<file path="config.mk">
export PLATFORM = sky130hd
export DESIGN_NAME = scroll_sequencer
export DESIGN_NICKNAME = d
export VERILOG_FILES = /design/src/rtl/scroll_pkg.sv /design/src/rtl/frame_divider.sv /design/src/rtl/scroll_sequencer.sv
export SDC_FILE = /design/constraint.sdc
export NUM_CORES = 1
export LEC_CHECK = 0
export ABC_CLOCK_PERIOD_IN_PS = 3700
export BUFFER_PORTS_ARGS = -buffer_cell sky130_fd_sc_hd__buf_2
export CELL_PAD_IN_SITES_DETAIL_PLACEMENT = 1
export CELL_PAD_IN_SITES_GLOBAL_PLACEMENT = 1
export CORE_MARGIN = 2
export CORE_UTILIZATION = 45
export DETAILED_ROUTE_END_ITERATION = 8
export PLACE_DENSITY = 0.84
export SLEW_MARGIN = 20
export SYNTH_ARGS = -nofsm -noshare
export SYNTH_HDL_FRONTEND = slang
export SYNTH_HIERARCHICAL = 1
export SYNTH_SLANG_ARGS = --single-unit
</file>
<file path="constraint.sdc">
create_clock -name clk -period 3.7 [get_ports clk]
set_input_delay 1.11 -clock clk [delete_from_list [all_inputs] [get_ports clk]]
set_output_delay 1.11 -clock clk [all_outputs]
set_load 0.03 [all_outputs]
</file>
<file path="src/rtl/scroll_pkg.sv">
// Shared types and constants for the banner scroll sequencer: state encoding,
// position width and the default geometry of the two banners.
package scroll_pkg;

    localparam int POS_W            = 13;
    localparam int OUT_W            = 12;
    localparam int DIV_W            = 8;
    localparam int DEF_START_X      = 640;
    localparam int DEF_LINE2_OFFSET = 3060;
    localparam int DEF_TEXT1_W      = 315;
    localparam int DEF_TEXT2_W      = 270;
    localparam int DEF_FRAME_DIV    = 1;

    typedef enum logic [1:0] {
        ST_IDLE   = 2'd0,
        ST_RUN    = 2'd1,
        ST_PAUSED = 2'd2,
        ST_HOLD   = 2'd3
    } state_t;

    typedef logic signed [POS_W-1:0] pos_t;

    // Pixel step per update for a given speed select (1, 2, 4 or 8).
    function automatic pos_t step_of(input logic [1:0] speed);
        pos_t step;
        case (speed)
            2'd0:    step = 13'sd1;
            2'd1:    step = 13'sd2;
            2'd2:    step = 13'sd4;
            2'd3:    step = 13'sd8;
            default: step = 13'sd1;
        endcase
        return step;
    endfunction

endpackage

</file>
<file path="src/rtl/frame_divider.sv">
// Divides frame_tick by FRAME_DIV; upd_stb is combinational so a position
// update lands on the edge right after the qualifying tick.
module frame_divider
    import scroll_pkg::*;
#(
    parameter int FRAME_DIV = DEF_FRAME_DIV
) (
    input  logic clk,
    input  logic rst_n,
    input  logic tick,
    input  logic clr,
    input  logic hold,
    output logic upd_stb
);

    localparam logic [DIV_W-1:0] LAST_C = DIV_W'(FRAME_DIV - 1);
    localparam logic [DIV_W-1:0] ONE_C  = DIV_W'(1);
    localparam logic [DIV_W-1:0] ZERO_C = DIV_W'(0);

    logic [DIV_W-1:0] cnt_r;
    logic             at_last_s;

    assign at_last_s = (cnt_r == LAST_C);
    assign upd_stb   = tick & ~clr & ~hold & at_last_s;

    // Tick counter: clear wins, hold freezes the count without losing it.
    always_ff @(posedge clk or negedge rst_n) begin
        if (!rst_n) begin
            cnt_r <= ZERO_C;
        end else if (clr) begin
            cnt_r <= ZERO_C;
        end else if (tick && !hold) begin
            cnt_r <= at_last_s ? ZERO_C : (cnt_r + ONE_C);
        end else begin
            cnt_r <= cnt_r;
        end
    end

endmodule

</file>
<file path="src/rtl/scroll_sequencer.sv">
// Base x positions for two scrolling banners, updated only at frame boundaries.
// Optional centre hold of line 1 is enabled by defining SCROLL_HOLD_EN.
module scroll_sequencer
    import scroll_pkg::*;
#(
    parameter int START_X      = DEF_START_X,
    parameter int LINE2_OFFSET = DEF_LINE2_OFFSET,
    parameter int TEXT1_W      = DEF_TEXT1_W,
    parameter int TEXT2_W      = DEF_TEXT2_W,
    parameter int FRAME_DIV    = DEF_FRAME_DIV
`ifdef SCROLL_HOLD_EN
    ,
    parameter int HOLD_X       = 200,
    parameter int HOLD_FRAMES  = 3
`endif
) (
    input  logic             clk,
    input  logic             rst_n,
    input  logic             frame_tick,
    input  logic             scroll_en,
    input  logic             pause,
    input  logic [1:0]       speed,
    output logic [OUT_W-1:0] base_horz1,
    output logic [OUT_W-1:0] base_horz2,
    output logic             wrap1,
    output logic             wrap2,
    output logic             running
);

    localparam pos_t RELOAD1_C = pos_t'(START_X);
    localparam pos_t RELOAD2_C = pos_t'(START_X + LINE2_OFFSET);
    localparam pos_t LIM1_C    = pos_t'(-TEXT1_W);
    localparam pos_t LIM2_C    = pos_t'(-TEXT2_W);

    state_t state_r, state_s;
    pos_t   pos1_r, pos1_s, pos2_r, pos2_s;
    pos_t   step_s, nxt1_s, nxt2_s;
    logic   wrap1_r, wrap1_s, wrap2_r, wrap2_s, running_r;
    logic   wrap1_hit_s, wrap2_hit_s;
    logic   div_clr_s, div_hold_s, upd_stb_s;

`ifdef SCROLL_HOLD_EN
    localparam pos_t             HOLD_X_C    = pos_t'(HOLD_X);
    localparam logic [DIV_W-1:0] HOLD_LAST_C = DIV_W'(HOLD_FRAMES - 1);
    localparam logic [DIV_W-1:0] HOLD_ONE_C  = DIV_W'(1);
    localparam logic [DIV_W-1:0] HOLD_ZERO_C = DIV_W'(0);
    logic             armed_r, armed_s, cross_s;
    logic [DIV_W-1:0] hold_cnt_r, hold_cnt_s;
`endif

    // The divider only advances while scrolling or holding and not paused.
    assign div_clr_s   = (state_r == ST_IDLE) | ~scroll_en;
    assign div_hold_s  = pause | ~((state_r == ST_RUN) | (state_r == ST_HOLD));

    assign step_s      = step_of(speed);
    assign nxt1_s      = pos1_r - step_s;
    assign nxt2_s      = pos2_r - step_s;
    assign wrap1_hit_s = (nxt1_s < LIM1_C);
    assign wrap2_hit_s = (nxt2_s < LIM2_C);

`ifdef SCROLL_HOLD_EN
    assign cross_s = armed_r & (pos1_r > HOLD_X_C) & (nxt1_s <= HOLD_X_C) & ~wrap1_hit_s;
`endif

    frame_divider #(
        .FRAME_DIV (FRAME_DIV)
    ) u_div (
        .clk     (clk),
        .rst_n   (rst_n),
        .tick    (frame_tick),
        .clr     (div_clr_s),
        .hold    (div_hold_s),
        .upd_stb (upd_stb_s)
    );

    // Next-state and next-position logic; scroll_en=0 overrides everything.
    always_comb begin
        state_s = state_r;
        pos1_s  = pos1_r;
        pos2_s  = pos2_r;
        wrap1_s = 1'b0;
        wrap2_s = 1'b0;
`ifdef SCROLL_HOLD_EN
        armed_s    = armed_r;
        hold_cnt_s = hold_cnt_r;
`endif
        if (!scroll_en) begin
            state_s = ST_IDLE;
            pos1_s  = RELOAD1_C;
            pos2_s  = RELOAD2_C;
`ifdef SCROLL_HOLD_EN
            armed_s    = 1'b1;
            hold_cnt_s = HOLD_ZERO_C;
`endif
        end else begin
            case (state_r)
                ST_IDLE: begin
                    state_s = ST_RUN;
                    pos1_s  = RELOAD1_C;
                    pos2_s  = RELOAD2_C;
                end
                ST_RUN: begin
                    if (pause) begin
                        state_s = ST_PAUSED;
                    end else if (upd_stb_s) begin
                        if (wrap1_hit_s) begin
                            pos1_s  = RELOAD1_C;
                            wrap1_s = 1'b1;
`ifdef SCROLL_HOLD_EN
                            armed_s = 1'b1;
`endif
                        end else begin
                            pos1_s = nxt1_s;
                        end
                        if (wrap2_hit_s) begin
                            pos2_s  = RELOAD1_C;
                            wrap2_s = 1'b1;
                        end else begin
                            pos2_s = nxt2_s;
                        end
`ifdef SCROLL_HOLD_EN
                        if (cross_s) begin
                            state_s    = ST_HOLD;
                            armed_s    = 1'b0;
                            hold_cnt_s = HOLD_ZERO_C;
                        end else begin
                            state_s = ST_RUN;
                        end
`endif
                    end else begin
                        state_s = ST_RUN;
                    end
                end
                ST_PAUSED: begin
                    if (!pause) begin
                        state_s = ST_RUN;
                    end else begin
                        state_s = ST_PAUSED;
                    end
                end
                ST_HOLD: begin
`ifdef SCROLL_HOLD_EN
                    if (upd_stb_s) begin
                        if (hold_cnt_r == HOLD_LAST_C) begin
                            state_s    = ST_RUN;
                            hold_cnt_s = HOLD_ZERO_C;
                        end else begin
                            hold_cnt_s = hold_cnt_r + HOLD_ONE_C;
                        end
                    end else begin
                        state_s = ST_HOLD;
                    end
`else
                    state_s = ST_IDLE;
`endif
                end
                default: state_s = ST_IDLE;
            endcase
        end
    end

    // State, position and output registers.
    always_ff @(posedge clk or negedge rst_n) begin
        if (!rst_n) begin
            state_r   <= ST_IDLE;
            pos1_r    <= RELOAD1_C;
            pos2_r    <= RELOAD2_C;
            wrap1_r   <= 1'b0;
            wrap2_r   <= 1'b0;
            running_r <= 1'b0;
        end else begin
            state_r   <= state_s;
            pos1_r    <= pos1_s;
            pos2_r    <= pos2_s;
            wrap1_r   <= wrap1_s;
            wrap2_r   <= wrap2_s;
            running_r <= (state_s == ST_RUN) | (state_s == ST_HOLD);
        end
    end

`ifdef SCROLL_HOLD_EN
    // Hold arming flag and hold duration counter.
    always_ff @(posedge clk or negedge rst_n) begin
        if (!rst_n) begin
            armed_r    <= 1'b1;
            hold_cnt_r <= HOLD_ZERO_C;
        end else begin
            armed_r    <= armed_s;
            hold_cnt_r <= hold_cnt_s;
        end
    end
`endif

    assign base_horz1 = pos1_r[OUT_W-1:0];
    assign base_horz2 = pos2_r[OUT_W-1:0];
    assign wrap1      = wrap1_r;
    assign wrap2      = wrap2_r;
    assign running    = running_r;

endmodule

</file>
==> impl_metrics.py <==
metrics = {
    "sta": {
        "hold_viol_final": 0,
        "slew_violations": 0,
        "hold_ws_ps": 521.1,
        "setup-tns-final_ps": -1247,
        "setup_slack_ps": -160.7,
        "post-route-min-period_ps": 3861,
        "finalClockSkew_ps": 16.42,
        "max_slew_margin_pct": 37.85,
        "timing.fmax_ghz": 0.2590,
        "post-route-period-util_pct": 104.3,
        "rsz0062_at_grt": "yes",
        "finalSetupViolCount": 17,
        "tightest_slew_ps": 932.3,
    },
    "min_path": {
        "min_path_cells": 1,
        "hold_start": "u_div/cnt_r[6]$_DFFE_PN0P_",
        "hold-path-endpoint": "u_div/cnt_r[6]$_DFFE_PN0P_",
        "min_path_type": "reg2reg",
    },
    "status": {
        "status": "finished, violations left",
        "violations": "negative setup slack",
    },
    "yosys": {
        "synthArstFlopShare_pct": 100.0,
        "synth.area.top_cells": "dfrtp_1, dfstp_2, buf_4",
        "seq_area_frac_synth_pct": 34.69,
        "ys_types": 60,
        "synth-main-ff-cell": "dfrtp_1",
        "netlist.top_cell.by_area": "dfrtp_1",
        "yosysTopAreaCellShare_pct": 26.16,
        "synth-seq-cells": 38,
        "syn-cell-area_um2": 2774,
        "synth_warnings": 6,
        "postSynthCellCount": 308,
        "synth_nets": 329,
        "syn_area_per_cell_um2": 9.006,
        "synth_edf_count": 0,
    },
    "clocking": {
        "clockRootBuffer": "clkbuf_8",
        "cts_num_sinks": 38,
        "cts_inserted_buffers": 5,
        "cts_tree": "yes",
        "clk_pin_slew_ps": 80,
        "clock_latency_ps": 300,
        "cts_buffer_depth": 2,
        "htree_levels": 2,
    },
    "worst_setup_path": {
        "startpoint_type": "primary input",
        "critPathKind": "in2reg",
        "reg2reg_slack_ps": 220,
        "rr_startpoint": "pos1_r[6]$_DFFE_PN0P_",
        "critPathMaxStageDelay_ps": 450,
        "arrival_ps": 4090,
        "reg2regPathDepth": 10,
        "cp-end-kind": "flip-flop",
        "path_cells": "buf_12 -> nor2_4 -> ha_4 -> fa_2 -> buf_4 -> nor2b_2 -> o21a_1 -> nor2_1 -> nand2_1 -> nand4_1 -> a211oi_2 -> ha_1 -> nand2b_4 -> or4_4 -> o21ai_2",
        "worstPathRequired_ps": 3930,
        "worstPathMaxFanout": 4,
        "cp_slowest_cell": "or4_4",
        "r2r-end": "pos1_r[11]$_DFFE_PN0P_",
    },
    "layout": {
        "synthToLayoutAreaGrowth_pct": 38.70,
        "mostFrequentLayoutCell": "buf_4",
        "drive_gt1_share_pct": 49.60,
        "stdcell_count": 448,
        "most-common-layout-cells": "buf_4, buf_2, dfrtp_1, nor2_1, a21oi_1",
        "nets": 393,
        "antenna_cells": 0,
    },
    "floorplanning": {
        "core_area_um2": 5956,
        "boundaryPins": 34,
        "rows": 28,
        "dieArea_um2": 6808,
        "dieHeight_um": 82.51,
        "initial_utilization_pct": 46.58,
        "dieWidth_um": 82.51,
    },
    "detailed_routing": {
        "post-route-drc-count": 0,
        "via_count": 2749,
        "drt_iter0_drc": 121,
        "wl_per_cell_um": 23.50,
        "ant_nets": 0,
        "first_pass_iters": 4,
        "viasPerCell": 6.136,
        "routed_wl_um": 10530,
    },
    "place": {
        "dp.final_hpwl_um": 5983,
        "portBuffers": 33,
        "gp_congestion": 0.8687,
        "dp_cells": 431,
        "place_ws_ps": -567.0,
    },
    "global_routing": {
        "grt_antenna_before_repair": 0,
        "gr-total-overflow": 0,
        "grt_pass1_vias": 2942,
        "grt_pass1_wl_um": 15700,
        "grt_max_degree": 39,
        "track_usage_pct": 31.52,
    },
    "power": {
        "power_density_nw_per_um2": 254.1,
        "ir_worst_vdd_mv": 0.1562,
        "leakagePower_nw": 1.641,
    },
    "run": {
        "drv_cap": 0,
    },
}
[stage by stage]
stage          instance area [um2]  util [%]  total power [W]
6_report                      3847     64.60        0.0009777
5_1_grt                       3847     64.60         0.001011
4_1_cts                       3697     62.08        0.0009626
3_5_place_dp                  3308     55.55        0.0005725
3_3_place_gp                  3308     55.55        0.0005649
2_1_floorplan                 2934         -        0.0005019
[cell families (layout without fill, tap and decap cells)]
| family | Yosys count | count (layout) | synth area share [%] |
|---|---|---|---|
| xor gates and xnor gates | 10 | 10 | 3.157 |
| muxes | 2 | 2 | 0.7668 |
| and+or+nand+nor | 99 | 99 | 19.26 |
| buffers and inverters | 48 | 113 | 10.01 |
| AOI/OAI and AO/OA | 97 | 97 | 25.26 |
| adders and majority gates | 14 | 14 | 6.856 |
| DFF | 38 | 38 | 34.69 |
[sequential cells by signal, summed over array words and instances (netlist names)]
name         flops
pos1_r          13
pos2_r          13
u_div/cnt_r      8
state_r          2
wrap1            1
wrap2            1
[how the worst max path moves through the flow]
stage | start | to | cells past startpoint
after floorplan | speed[1] | pos1_r[11]$_DFFE_PN0P_ | 13
after global placement | speed[1] | pos1_r[11]$_DFFE_PN0P_ | 13
after detailed placement | speed[1] | pos1_r[11]$_DFFE_PN0P_ | 15
after CTS | speed[1] | pos1_r[11]$_DFFE_PN0P_ | 15
after global routing | speed[0] | pos1_r[10]$_DFFE_PN0P_ | 17
final | speed[0] | pos1_r[11]$_DFFE_PN0P_ | 15
[Yosys cell counts, drive strengths merged (3+ instances only)]
| cell type | count |
|---|---|
| clkbuf | 7 |
| nand2 | 16 |
| nand2b | 10 |
| a21o | 4 |
| dfstp | 9 |
| nor3 | 8 |
| a22o | 7 |
| o22a | 5 |
| dfrtp | 29 |
| a31oi | 3 |
| xnor2 | 5 |
| or3 | 6 |
| xor2 | 5 |
| buf | 25 |
| nand4 | 7 |
| nor2b | 3 |
| nor2 | 26 |
| nand3 | 7 |
| o21a | 6 |
| a21oi | 27 |
| and2 | 3 |
| ha | 12 |
| o21ai | 19 |
| o22ai | 4 |
| o31ai | 5 |
| inv | 16 |
[timing repair]
item	4_1_cts	5_1_grt
gates cloned	0	0
gates resized for setup	53	35
setup buffers	8	4
pin swaps	31	26
endpoints found under the setup margin	24	25
hold buffers	0	0
[routing by layer]
layer	share of wire, %	global-route usage, %	vias up	wire [um]
met5	0	0	-	0
met4	4.7	16.89	0	496
met1	41	38.54	1382	4355
met3	3.9	5.217	32	407
li1	-	-	1240	-
met2	50	52.98	95	5269
[worst max-delay path: cells and delay by family]
kind	cells	cell delay, ps
buf+inv	2	240
simple gates	7	1220
compound gates	3	650
fa+ha+maj	3	880
[power by group]
part / leakage [nW] / total, W / internal [W] / switching (W)
clock network: 0.0524 / 0.000363 / 0.000202 / 0.000161
registers: 0.498 / 0.000420 / 0.000417 / 0.00000299
logic: 1.09 / 0.000195 / 0.0000865 / 0.000108
total: 1.64 / 0.000978 / 0.000706 / 0.000272
[final cells by class]
cell class                      instances  area (um2)
Clock buffer                            7       76.32
Fill cell                             651        2108
Inverter                               16       60.06
Clock inverter                          1       30.03
Tap cell                               75       93.84
Timing Repair Buffer                   89       671.9
Sequential cell                        38       962.2
Multi-Input combinational cell        222        1953
No activity file was read; power rests on OpenSTA's default activity.
